### config.mk
export PLATFORM = sky130hd
export DESIGN_NAME = ddr2_cmd_driver
export DESIGN_NICKNAME = d
export VERILOG_FILES = /design/src/rtl/ddr2_cmd_driver.sv
export SDC_FILE = /design/constraint.sdc
export NUM_CORES = 1
export LEC_CHECK = 0
export ABC_AREA = 1
export CAP_MARGIN = 20
export CELL_PAD_IN_SITES_DETAIL_PLACEMENT = 1
export CELL_PAD_IN_SITES_GLOBAL_PLACEMENT = 1
export CORE_MARGIN = 1.5
export CORE_UTILIZATION = 39
export DETAILED_ROUTE_END_ITERATION = 7
export GPL_TIMING_DRIVEN = 1
export PLACE_DENSITY_LB_ADDON = 0.1
export SLEW_MARGIN = 40
export SYNTH_ARGS = -nofsm -noshare
export SYNTH_HDL_FRONTEND = slang
export SYNTH_SLANG_ARGS = --single-unit
### constraint.sdc
create_clock -name clk -period 2.6 [get_ports clk]
set_clock_uncertainty 0.1 [all_clocks]
set_input_delay 0.52 -clock clk [delete_from_list [all_inputs] [get_ports clk]]
set_output_delay 0.52 -clock clk [all_outputs]
set_load 0.005 [all_outputs]
### src/rtl/ddr2_cmd_driver.sv
// Host-side command driver: takes test patterns from a valid/ready source and
// injects them into the DDR2 controller input FIFO, honouring its flow control.
module ddr2_cmd_driver #(
   parameter int FIFO_DEPTH = 64,
   parameter int BURST_UNIT = 8
) (
   input  logic        clk,
   input  logic        reset,
   input  logic        pat_valid,
   output logic        pat_ready,
   input  logic [2:0]  pat_cmd,
   input  logic [1:0]  pat_sz,
   input  logic [2:0]  pat_op,
   input  logic [24:0] pat_addr,
   input  logic [15:0] pat_data,
   input  logic        pat_last,
   input  logic        fetch_en,
   input  logic [6:0]  fillcount,
   input  logic        notfull,
   output logic [2:0]  cmd,
   output logic [1:0]  sz,
   output logic [2:0]  op,
   output logic [15:0] din,
   output logic [24:0] addr,
   output logic        fetching,
   output logic        injection_done
);

   localparam logic [2:0] CMD_NOP  = 3'b000;
   localparam logic [2:0] CMD_SRD  = 3'b001;
   localparam logic [2:0] CMD_BRD  = 3'b011;
   localparam logic [2:0] CMD_BWR  = 3'b100;
   localparam logic [2:0] CMD_ARD  = 3'b101;
   localparam logic [2:0] CMD_RSVD = 3'b111;

   typedef enum logic [2:0] {
      ST_IDLE,
      ST_WAIT,
      ST_ISSUE,
      ST_BURST,
      ST_DONE
   } state_t;

   state_t      state;
   state_t      state_nxt;

   logic [2:0]  hold_cmd;
   logic [1:0]  hold_sz;
   logic [2:0]  hold_op;
   logic [24:0] hold_addr;
   logic [15:0] hold_data;
   logic        hold_last;
   logic [7:0]  word_k;

   logic        accept;
   logic        is_read;
   logic        is_discard;
   logic        space_ok;
   logic [7:0]  burst_len;
   logic        burst_end;

   assign accept     = pat_valid & pat_ready;
   assign is_discard = (pat_cmd == CMD_NOP) || (pat_cmd == CMD_RSVD);
   assign is_read    = (hold_cmd == CMD_SRD) || (hold_cmd == CMD_BRD) || (hold_cmd == CMD_ARD);
   assign burst_len  = 8'(BURST_UNIT) * (8'(hold_sz) + 8'd1);
   assign burst_end  = (word_k == (burst_len - 8'd1));

   // A block write must find room for the whole burst up front, since the
   // data words that follow the header are not re-checked against notfull.
   always_comb begin
      space_ok = notfull;
      if (hold_cmd == CMD_BWR) begin
         space_ok = ({1'b0, fillcount} <= (8'(FIFO_DEPTH) - burst_len));
      end
   end

   always_comb begin
      state_nxt = state;
      case (state)
         ST_IDLE: begin
            if (accept) begin
               if (is_discard) begin
                  state_nxt = pat_last ? ST_DONE : ST_IDLE;
               end else begin
                  state_nxt = ST_WAIT;
               end
            end
         end
         ST_WAIT: begin
            if (space_ok) begin
               state_nxt = ST_ISSUE;
            end
         end
         ST_ISSUE: begin
            if ((hold_cmd == CMD_BWR) && (burst_len > 8'd1)) begin
               state_nxt = ST_BURST;
            end else begin
               state_nxt = hold_last ? ST_DONE : ST_IDLE;
            end
         end
         ST_BURST: begin
            if (accept && burst_end) begin
               state_nxt = hold_last ? ST_DONE : ST_IDLE;
            end
         end
         ST_DONE: begin
            state_nxt = ST_DONE;
         end
         default: begin
            state_nxt = ST_IDLE;
         end
      endcase
   end

   always_ff @(posedge clk or negedge reset) begin
      if (!reset) begin
         state <= ST_IDLE;
      end else begin
         state <= state_nxt;
      end
   end

   // Header beat capture; only non-discarded commands are worth holding.
   always_ff @(posedge clk or negedge reset) begin
      if (!reset) begin
         hold_cmd  <= CMD_NOP;
         hold_sz   <= 2'd0;
         hold_op   <= 3'd0;
         hold_addr <= 25'd0;
         hold_data <= 16'd0;
         hold_last <= 1'b0;
      end else if ((state == ST_IDLE) && accept && !is_discard) begin
         hold_cmd  <= pat_cmd;
         hold_sz   <= pat_sz;
         hold_op   <= pat_op;
         hold_addr <= pat_addr;
         hold_data <= pat_data;
         hold_last <= pat_last;
      end
   end

   always_ff @(posedge clk or negedge reset) begin
      if (!reset) begin
         word_k <= 8'd0;
      end else if (state == ST_ISSUE) begin
         word_k <= 8'd1;
      end else if ((state == ST_BURST) && accept) begin
         word_k <= word_k + 8'd1;
      end
   end

   // Controller-facing outputs: cmd drops to NOP on every cycle without an
   // entry, while the other fields simply keep their last driven value.
   always_ff @(posedge clk or negedge reset) begin
      if (!reset) begin
         cmd  <= CMD_NOP;
         sz   <= 2'd0;
         op   <= 3'd0;
         din  <= 16'd0;
         addr <= 25'd0;
      end else begin
         cmd <= CMD_NOP;
         if (state == ST_ISSUE) begin
            cmd  <= hold_cmd;
            sz   <= hold_sz;
            op   <= hold_op;
            addr <= hold_addr;
            din  <= is_read ? 16'd0 : hold_data;
         end else if ((state == ST_BURST) && accept) begin
            cmd  <= CMD_BWR;
            sz   <= hold_sz;
            op   <= hold_op;
            addr <= hold_addr + 25'(word_k);
            din  <= pat_data;
         end
      end
   end

   // Handshake and status flags, registered from the upcoming state.
   always_ff @(posedge clk or negedge reset) begin
      if (!reset) begin
         pat_ready      <= 1'b0;
         fetching       <= 1'b0;
         injection_done <= 1'b0;
      end else begin
         pat_ready      <= (state_nxt == ST_IDLE) || (state_nxt == ST_BURST);
         fetching       <= fetch_en;
         injection_done <= injection_done | (state == ST_DONE);
      end
   end

endmodule

* Word-level counts from Yosys, hierarchy flattened *
Index checks and enable logic that the tools add are counted.

word-level totals
  register bits after elaboration = 113
  bits in latches = 0
  RAM bits = 0
  bits in read-only memories = 0
  output and inout port bits = 52
  memories = 0

cells by class
  add/subtract/negate cells = 5
  multiply operators = 0
  div/mod/pow operators = 0
  magnitude comparators = 2
  equal/unequal tests = 11
  shift operators = 0
  mux-type cells = 22
  bitwise logic cells = 2
  reductions and logical operators = 14

operators by type and width
  operator                                                                count
  25-bit 2-to-1 mux                                                       2
  16-bit 2-to-1 mux                                                       3
  3-bit 2-to-1 mux                                                        11
  25-bit by 8-bit adder with 25-bit output                                1
  8-bit 2-to-1 mux                                                        2
  3-bit case mux with 5 select lines                                      1
  3-bit by 2-bit equality test with 1-bit output (second input constant)  4
  3-bit equality test (second input constant)                             4
  3-bit logical NOT                                                       3
  8-bit by 1-bit adder with 8-bit output (second input constant)          1
  8-bit equality test                                                     1
  7-bit by 8-bit less-or-equal comparator with 1-bit output               1
  7-bit by 6-bit subtractor with 8-bit output (first input constant)      1
  6-bit by 1-bit subtractor with 7-bit output (second input constant)     1
  3-bit by 1-bit equality test with 1-bit output (second input constant)  2
  6-bit by 1-bit > comparator with 1-bit output (second input constant)   1
  1-bit logical AND                                                       5
  1-bit logical OR                                                        4
  2-bit 2-to-1 mux                                                        2
  2-bit by 1-bit adder with 3-bit output (second input constant)          1
  2-bit nonzero test                                                      1
  1-bit AND                                                               1
  1-bit logical NOT                                                       1
  1-bit 2-to-1 mux                                                        1
  1-bit bitwise OR                                                        1

* Logic depth before layout (Yosys ltp) *
Gate-level depths: netlist of run 1.

  depth in word-level cells = 8
  mapped depth = 17
  depth with buffers taken out = 17

* Least setup slack after synthesis of run 1 *
OpenSTA, ideal clock, no wires.

  path type = flip-flop to flip-flop
  start = register hold_sz[0]
  end = register pat_ready
  library setup time = 0.117 ns
  data arrival time = 1.875 ns
  required time = 2.383 ns
  setup slack = 0.508 ns
  cell stages (with the launch flop) = 18
  path buffers = 0
  period minus slack after synthesis = 2.092 ns
  path through = dfrtp_1 -> inv_1 -> ha_1 -> inv_1 -> nand2_1 -> nand2_1 -> ha_1 -> inv_1 -> nor2_1 -> nand2_1 -> nand2_1 -> nand2_1 -> nand2_1 -> nand2_1 -> nand2_1 -> nand2_1 -> nor2_1 -> nor2_1

between the ends
  word-level cells in the longest chain between the ends = 8

RTL lines
  item                                                                                                               RTL line  text
  from (decl)                                                                                                        48        logic [1:0] hold_sz;
  from (signal assigned)                                                                                             134       hold_sz <= pat_sz;
  2-bit by 1-bit adder with 3-bit output (*)                                                                         65        assign burst_len = 8'(BURST_UNIT) * (8'(hold_sz) + 8'd1);
  7-bit by 6-bit subtractor with 8-bit output / 6-bit by 1-bit subtractor with 7-bit output (equally long branches)  73, 66
  7-bit by 8-bit less-or-equal comparator with 1-bit output / 8-bit equality test (equally long branches)            73, 66
  1-bit 2-to-1 mux / 1-bit logical AND (equally long branches)                                                       72, 102
  3-bit 2-to-1 mux, on equally long branches                                                                         90, 102
  3-bit case mux with 5 select lines (*)                                                                             79        case (state)
  via state_nxt[1]                                                                                                   45        state_t state_nxt;
  3-bit by 2-bit equality test with 1-bit output / 3-bit logical NOT (equally long branches)                         186       pat_ready <= (state_nxt == ST_IDLE) || (state_nxt == ST_BURST);
  1-bit logical OR (*)                                                                                               186
  to (signal assigned)                                                                                               186
  to (decl)                                                                                                          10        output logic pat_ready,

The timed path passes the listed nets; every way through them passes the cells marked *.
A chain may end at the register's enable or synchronous reset.

* Worst setup path in the final report of run 1 *
  start = register word_k[0]
  end = register addr[18]

between the ends
  word-level cells in the longest chain between the ends = 3

RTL lines
  item                                      RTL line  text
  from (decl)                               53        logic [7:0] word_k;
  from (signal assigned)                    148       word_k <= word_k + 8'd1;
  25-bit by 8-bit adder with 25-bit output  173       addr <= hold_addr + 25'(word_k);
  25-bit 2-to-1 mux                         169       end else if ((state == ST_BURST) && accept) begin
  25-bit 2-to-1 mux                         163       if (state == ST_ISSUE) begin
  to (signal assigned)                      167       addr <= hold_addr;
  to (signal assigned)                      173
  to (decl)                                 24        output logic [24:0] addr,

Every way passes these cells. The select of a mux whose other input is x is not followed.

==> results of run 1 <==
## kinds of logic (layout without fill, tap and decap cells)
group / count (synthesis) / count (layout) / share of synthesized area [%]
compound gates: 117 / 117 / 13.0
xor+xnor: 1 / 1 / 0.150
fa+ha+maj: 18 / 18 / 3.98
buf+inv: 121 / 257 / 8.80
flops: 113 / 113 / 48.4
mux: 11 / 11 / 2.12
simple gates: 326 / 326 / 23.5
## synth_stat cells, types with 2 or more instances
master	number	area, sq um
a21oi_1	51	255
a31oi_1	4	25.0
buf_2	15	75.1
buf_6	5	56.3
clkbuf_1	5	18.8
dfrtp_1	113	2830
ha_1	17	213
inv_1	91	342
inv_2	4	15.0
mux2_2	11	124
nand2_1	156	586
nand3_1	54	270
nand4_1	8	50.1
nor2_1	90	338
nor2_4	2	22.5
nor3_1	12	60.1
o21ai_0	34	170
o21bai_1	3	22.5
o22ai_1	5	31.3
o32ai_1	5	43.8
o32ai_2	11	179
## tightest hold or removal path, delay by kind of cell, from the launching register on
family           cells  cell delay, ns
flip-flops           1            0.34
AND/OR/NAND/NOR      2            0.10
## worst paths after layout
| kind | start | to | slack [ns] | cells past startpoint |
|---|---|---|---|---|
| setup / recovery | word_k[0]$_DFFE_PN0P_ | addr[18]$_DFFE_PN0P_ | 0.22 | 13 |
| min in group asynchronous | reset | op[2]$_DFFE_PN0P_ | 0.46 | 2 |
| max in group asynchronous | reset | hold_sz[0]$_DFFE_PN0P_ | 1.19 | 3 |
| setup reg to reg | word_k[0]$_DFFE_PN0P_ | addr[18]$_DFFE_PN0P_ | 0.22 | 13 |
| hold reg to reg | addr[17]$_DFFE_PN0P_ | addr[17]$_DFFE_PN0P_ | 0.38 | 2 |
| hold / removal | addr[17]$_DFFE_PN0P_ | addr[17]$_DFFE_PN0P_ | 0.38 | 2 |
## area by class of cell
cell class | count | share of cell area (%)
clock buffers | 18 | 5.58
clock inverters | 14 | 2.38
flip-flops and latches | 113 | 35.9
multi-input cells | 473 | 32.0
repair buffers | 130 | 16.6
well taps | 184 | 2.93
inverters | 95 | 4.53
## layer usage
metal / wire length, um / vias up / track usage, %
li1: - / 2549 / -
met1: 7600 / 2660 / 28.2
met2: 9190 / 123 / 42.9
met3: 794 / 29 / 6.12
met4: 310 / 0 / 7.75
met5: 0 / - / 0
## metrics by stage
stage	worst slack, ns	utilization [%]
2_1_floorplan	0.508	-
4_1_cts	0.131	53.9
6_report	0.222	53.9
3_5_place_dp	0.119	49.6
5_1_grt	0.0119	53.9
3_3_place_gp	0.212	49.5
## state kept, by name (all words and copies together), names as in the netlist
name / cells
addr: 25
hold_addr: 25
din: 16
hold_data: 16
word_k: 8
cmd: 3
hold_cmd: 3
hold_op: 3
op: 3
state: 3
hold_sz: 2
sz: 2
fetching: 1
hold_last: 1
injection_done: 1
pat_ready: 1
## cell usage in the layout, fill, tap and decap left out, drive strengths merged, types with 11 or more instances in the layout
master and instances:
clkbuf 18, nand3 55, mux2 11, nand2 156, o32ai 16, o21ai 35
inv 96, clkdlybuf4s50 112, dfrtp 113, ha 17, buf 17, nor2 92
nor3 13, a21oi 51
## power by group through the flow
stage          clock network [W]  registers [W]  logic (W)
3_5_place_dp                   0        0.00319    0.00367
3_3_place_gp                   0        0.00314    0.00349
5_1_grt                  0.00262        0.00330    0.00415
4_1_cts                  0.00254        0.00319    0.00375
2_1_floorplan                  0        0.00304    0.00210
6_report                 0.00251        0.00318    0.00369
## what timing repair did
item,4_1_cts,5_1_grt
hold buffers,1,0
endpoints found under the setup margin,0,2
hold endpoints to repair,22,0
resized for setup,0,2
buffers inserted,0,0
==> results.txt, run 1 <==
Antenna-violating nets left: 0
Mapped Area: 0.00584 sq mm
TNS Setup: 0 ns
Port buffer count: 113
CP delay by family, top: simple AND/OR/NAND/NOR gates
Asr flop ratio synth: 100%
Fillers: 1737
Setup violations, final: 0
Multi-input gate area: 0.00252 sq mm
Row count: 44
First-pass GRT wire length: 29.9 mm
Unrepaired setup endpoints after global routing: no
Final max-slew violation count: 0
Vias in the first global route: 5943
Tcrit/Tclk final: 91.5%
P per Cell Area: 1190 mW/mm^2
Gpl congestion: 0.928
CTS max path bufs: 2
DR WL/cell: 17.4 um
Psw: 0.00349 W
Remaining Overflow, GRT: 0
Detailed Routing Iterations Pass 1: 4
Worst Hold Slack: 0.379 ns
Syn-to-layout area delta: 34.7%
Vias: 5361
Core area: 0.0146 sq mm
Final min period: 2.38 ns
Sink Count: 113
Overall power: 0.00939 W
Crit-path cells: ha_1 -> inv_1 -> fa_1 -> inv_1 -> nand3_1 -> nand2_1 -> nand2_1 -> nand3_2 -> nand2_1 -> nor2_1 -> nand3_1 -> nand3_1 -> nand2_1
Dpl hpwl: 12.2 mm
FF/Latch Area: 0.00283 sq mm
Clock share of power: 26.7%
Worst-path clk slew: 0.05 ns
Most used cell, CP: nand2_1
Crit-path max FO: 10
Max Cap Viol: 0
Share of layout cells above drive strength 1: 10.1%
Synthesized net count: 787
DIE AREA: 0.0157 sq mm
HP Class: reg2reg
Static leakage: 3.76 nW
Synth unique cells: 32
Sequential cell area fraction in the yosys report: 48.4%
Clk_lat worst skew: 0.42 ns
Hold Fails Final Rpt: 0
Crit Path Class: reg2reg
Crit path DAT: 2.58 ns
Status: finished clean
Ant. Diodes: 0
Mapped Avg Cell Area: 8.26 sq um
Initial antenna violation count: 0
Combinational share of power: 39.4%
Dpl cells: 994
DRC violations left: 0
Yosys warning total: 0
Initial DRC Count: 215
VDD IR max: 0.596 mV
GRT Total Usage: 24.0%
Post-route cell area: 0.00787 sq mm
Htree depth: 4
Startpoint types: flip-flop
Mapped Cells: 707
Chip height: 125 um
Slowest CP cell: fa_1
Die Wd: 125 um
Vias per cell: 5.22
CP Capture Type: flip-flop
Starting Density: 40.0%
Worst slew margin: 54.9%
Synthesis-stage register bit count: 113
Main synth FF type: dfrtp_1
CP required: 2.80 ns
Flop pwr share: 33.9%
Root buffer cell: clkbuf_16
Crit path buffers/inverters: 2
Largest net degree at the start of global routing: 64
CTS tree: built
Final #Nets: 910
Switch share: 37.1%
CP peak stage delay: 0.40 ns
Int Pwr: 0.00590 W
# IOs: 114
Actual slew at the worst max-slew pin: 0.675 ns
EDFF count, synth: 0
Total CTS buffers: 17
Post-Layout Cell Count: 1027
Max Fclk: 421 MHz
Drt total wl: 17.9 mm
Placed cell areas: 0.00723 sq mm
No activity file was read; power rests on OpenSTA's default activity.
==> inputs of run 2 (changes only) <==
- CORE_MARGIN: 1.5 -> 5
==> run 2 against run 1 <==
- non-clock buffer count is 1 lower
- worst setup slack better by 0.023 ns
- sequential share of layout area increased by 0.46 points
- combinational power about the same
- critical path depth is the same
- global-route usage decreased by 3.6 points
- die area up 11%
- final area fell by 1.3%
- via count fell by 1.2%
- largest power group unchanged
==> results.txt, run 2 (same netlist as run 1, synthesis figures left out) <==
Status: finished clean
Wire length on met3: 559 um
Reg2reg start: word_k[0]$_DFFE_PN0P_
Tcrit/Tclk final: 90.6%
Final min period: 2.36 ns
Worst Hold Slack: 0.374 ns
Crit path buffers/inverters: 3
Remaining Overflow, GRT: 0
Vias per cell: 5.18
Max Cap Viol: 0
HP Class: reg2reg
# IOs: 114
Setup violations, final: 0
Antenna-violating nets left: 0
Actual slew at the worst max-slew pin: 0.630 ns
Initial antenna violation count: 0
Critical path depth: 13
CTS tree: built
Total CTS buffers: 17
Vias: 5294
Crit Path Class: reg2reg
Detailed Routing Iterations Pass 1: 4
Critical Path Source: word_k[0]$_DFFE_PN0P_
Crit-path max FO: 10
Static leakage: 3.72 nW
Root buffer cell: clkbuf_16
Crit-path cells: ha_1 -> inv_1 -> fa_1 -> inv_1 -> nand3_1 -> nand2_1 -> nand2_1 -> nand3_2 -> nand3_1 -> inv_1 -> nand3_1 -> nand3_1 -> nand2_1
R2R setup slack: 0.24 ns
Row count: 44
Htree depth: 4
Crit path DAT: 2.55 ns
DR WL/cell: 16.8 um
CP Capture Type: flip-flop
CTS max path bufs: 2
Initial DRC Count: 233
DRC violations left: 0
Max Fclk: 425 MHz
Final max-slew violation count: 0
WL met2: 8.77 mm
Drt total wl: 17.2 mm
Pre-CTS setup slack: 0.152 ns
Commonest non-fill, non-tap cell in the layout: nand2_1
Vias in the first global route: 5983
Startpoint types: flip-flop
Sink Count: 113
Hold Fails Final Rpt: 0
DIE AREA: 0.0175 sq mm
TNS Setup: 0 ns
P per Cell Area: 1150 mW/mm^2
Top flop regs: addr x25, hold_addr x25
Worst R2R End: addr[20]$_DFFE_PN0P_
Most used cell, CP: nand3_1
Clk_lat worst skew: 0.41 ns
Gpl congestion: 0.845
Ant. Diodes: 0
Slowest CP cell: fa_1
Crit path to: addr[20]$_DFFE_PN0P_
Share of layout cells above drive strength 1: 9.55%
Met1 WL: 7.59 mm
Core Util, Final: 53.3%
Die Wd: 132 um
Core area: 0.0146 sq mm
Worst-path clk slew: 0.05 ns
Final worst setup slack: 0.245 ns
Worst hold start: addr[8]$_DFFE_PN0P_
Unrepaired setup endpoints after global routing: no
Chip height: 132 um
Final #Nets: 909
Reg2reg path depth: 13
CP peak stage delay: 0.41 ns
Port buffer count: 113
CP required: 2.80 ns
CP delay by family, top: simple AND/OR/NAND/NOR gates
Starting Density: 40.0%
Worst slew margin: 57.9%
Highest routed metal layer: met4
First-pass GRT wire length: 29.2 mm
GRT Total Usage: 20.4%
Dpl hpwl: 12.4 mm
Largest net degree at the start of global routing: 62
Commonest non-fill, non-tap cells in the layout: nand2_1 (156), dfrtp_1 (112), clkdlybuf4s50_1 (112)
VDD IR max: 0.514 mV
Syn-to-layout area delta: 33.1%
-- run 2: cell count changes in the layout (fill, tap and decap cells not counted), sizes merged --
cell,before,now
inv,96,95
clkinvlp,4,1
buf,17,16
bufinv,4,1
clkbuf,18,21
-- run 2: worst min-delay path by stage --
stage | slack [ns] | cells past startpoint | endpoint
6_report | 0.37 | 2 | addr[8]$_DFFE_PN0P_
2_1_floorplan | 0.12 | 0 | addr[0]$_DFFE_PN0P_
4_1_cts | 0.38 | 2 | addr[21]$_DFFE_PN0P_
3_5_place_dp | 0.36 | 2 | addr[21]$_DFFE_PN0P_
3_3_place_gp | 0.35 | 2 | op[1]$_DFFE_PN0P_
5_1_grt | 0.41 | 2 | addr[21]$_DFFE_PN0P_
-- run 2: worst min-delay path, delay by kind of cell (launching register included) --
family,cells,cell delay [ns]
flops,1,0.33
simple gates,2,0.10
-- run 2: layer usage --
metal | global-route usage, % | up-vias
met5 | 0 | -
met4 | 7.35 | 0
met3 | 4.24 | 25
met2 | 36.2 | 108
met1 | 24.3 | 2610
li1 | - | 2551
-- run 2: power breakdown --
part	total, W	switching (W)	internal, W
sequential	0.00315	0.000587	0.00256
combinational	0.00368	0.00196	0.00172
clock	0.00213	0.000780	0.00136
total	0.00896	0.00333	0.00564
-- run 2: through the flow --
| step | cells | area (sq um) | total power (W) |
|---|---|---|---|
| 2_1_floorplan | 707 | 5840 | 0.00514 |
| 3_3_place_gp | 992 | 7210 | 0.00663 |
| 3_5_place_dp | 992 | 7220 | 0.00686 |
| 4_1_cts | 1021 | 7760 | 0.00906 |
| 5_1_grt | 1022 | 7770 | 0.00970 |
| 6_report | 1022 | 7770 | 0.00896 |
-- run 2: final cells by class --
class	instances	area, sq um
Inverter	95	357
Clock buffer	21	470
Tap cell	184	230
Sequential cell	113	2830
Clock inverter	7	62.6
Multi-Input combinational cell	473	2520
Timing Repair Buffer	129	1300
Fill cell	1737	6820
-- run 2: repair_timing --
item,4_1_cts,5_1_grt
hold endpoints to repair,32,0
resized for setup,0,3
endpoints found under the setup margin,0,2
hold buffers,1,0
buffers inserted,0,1
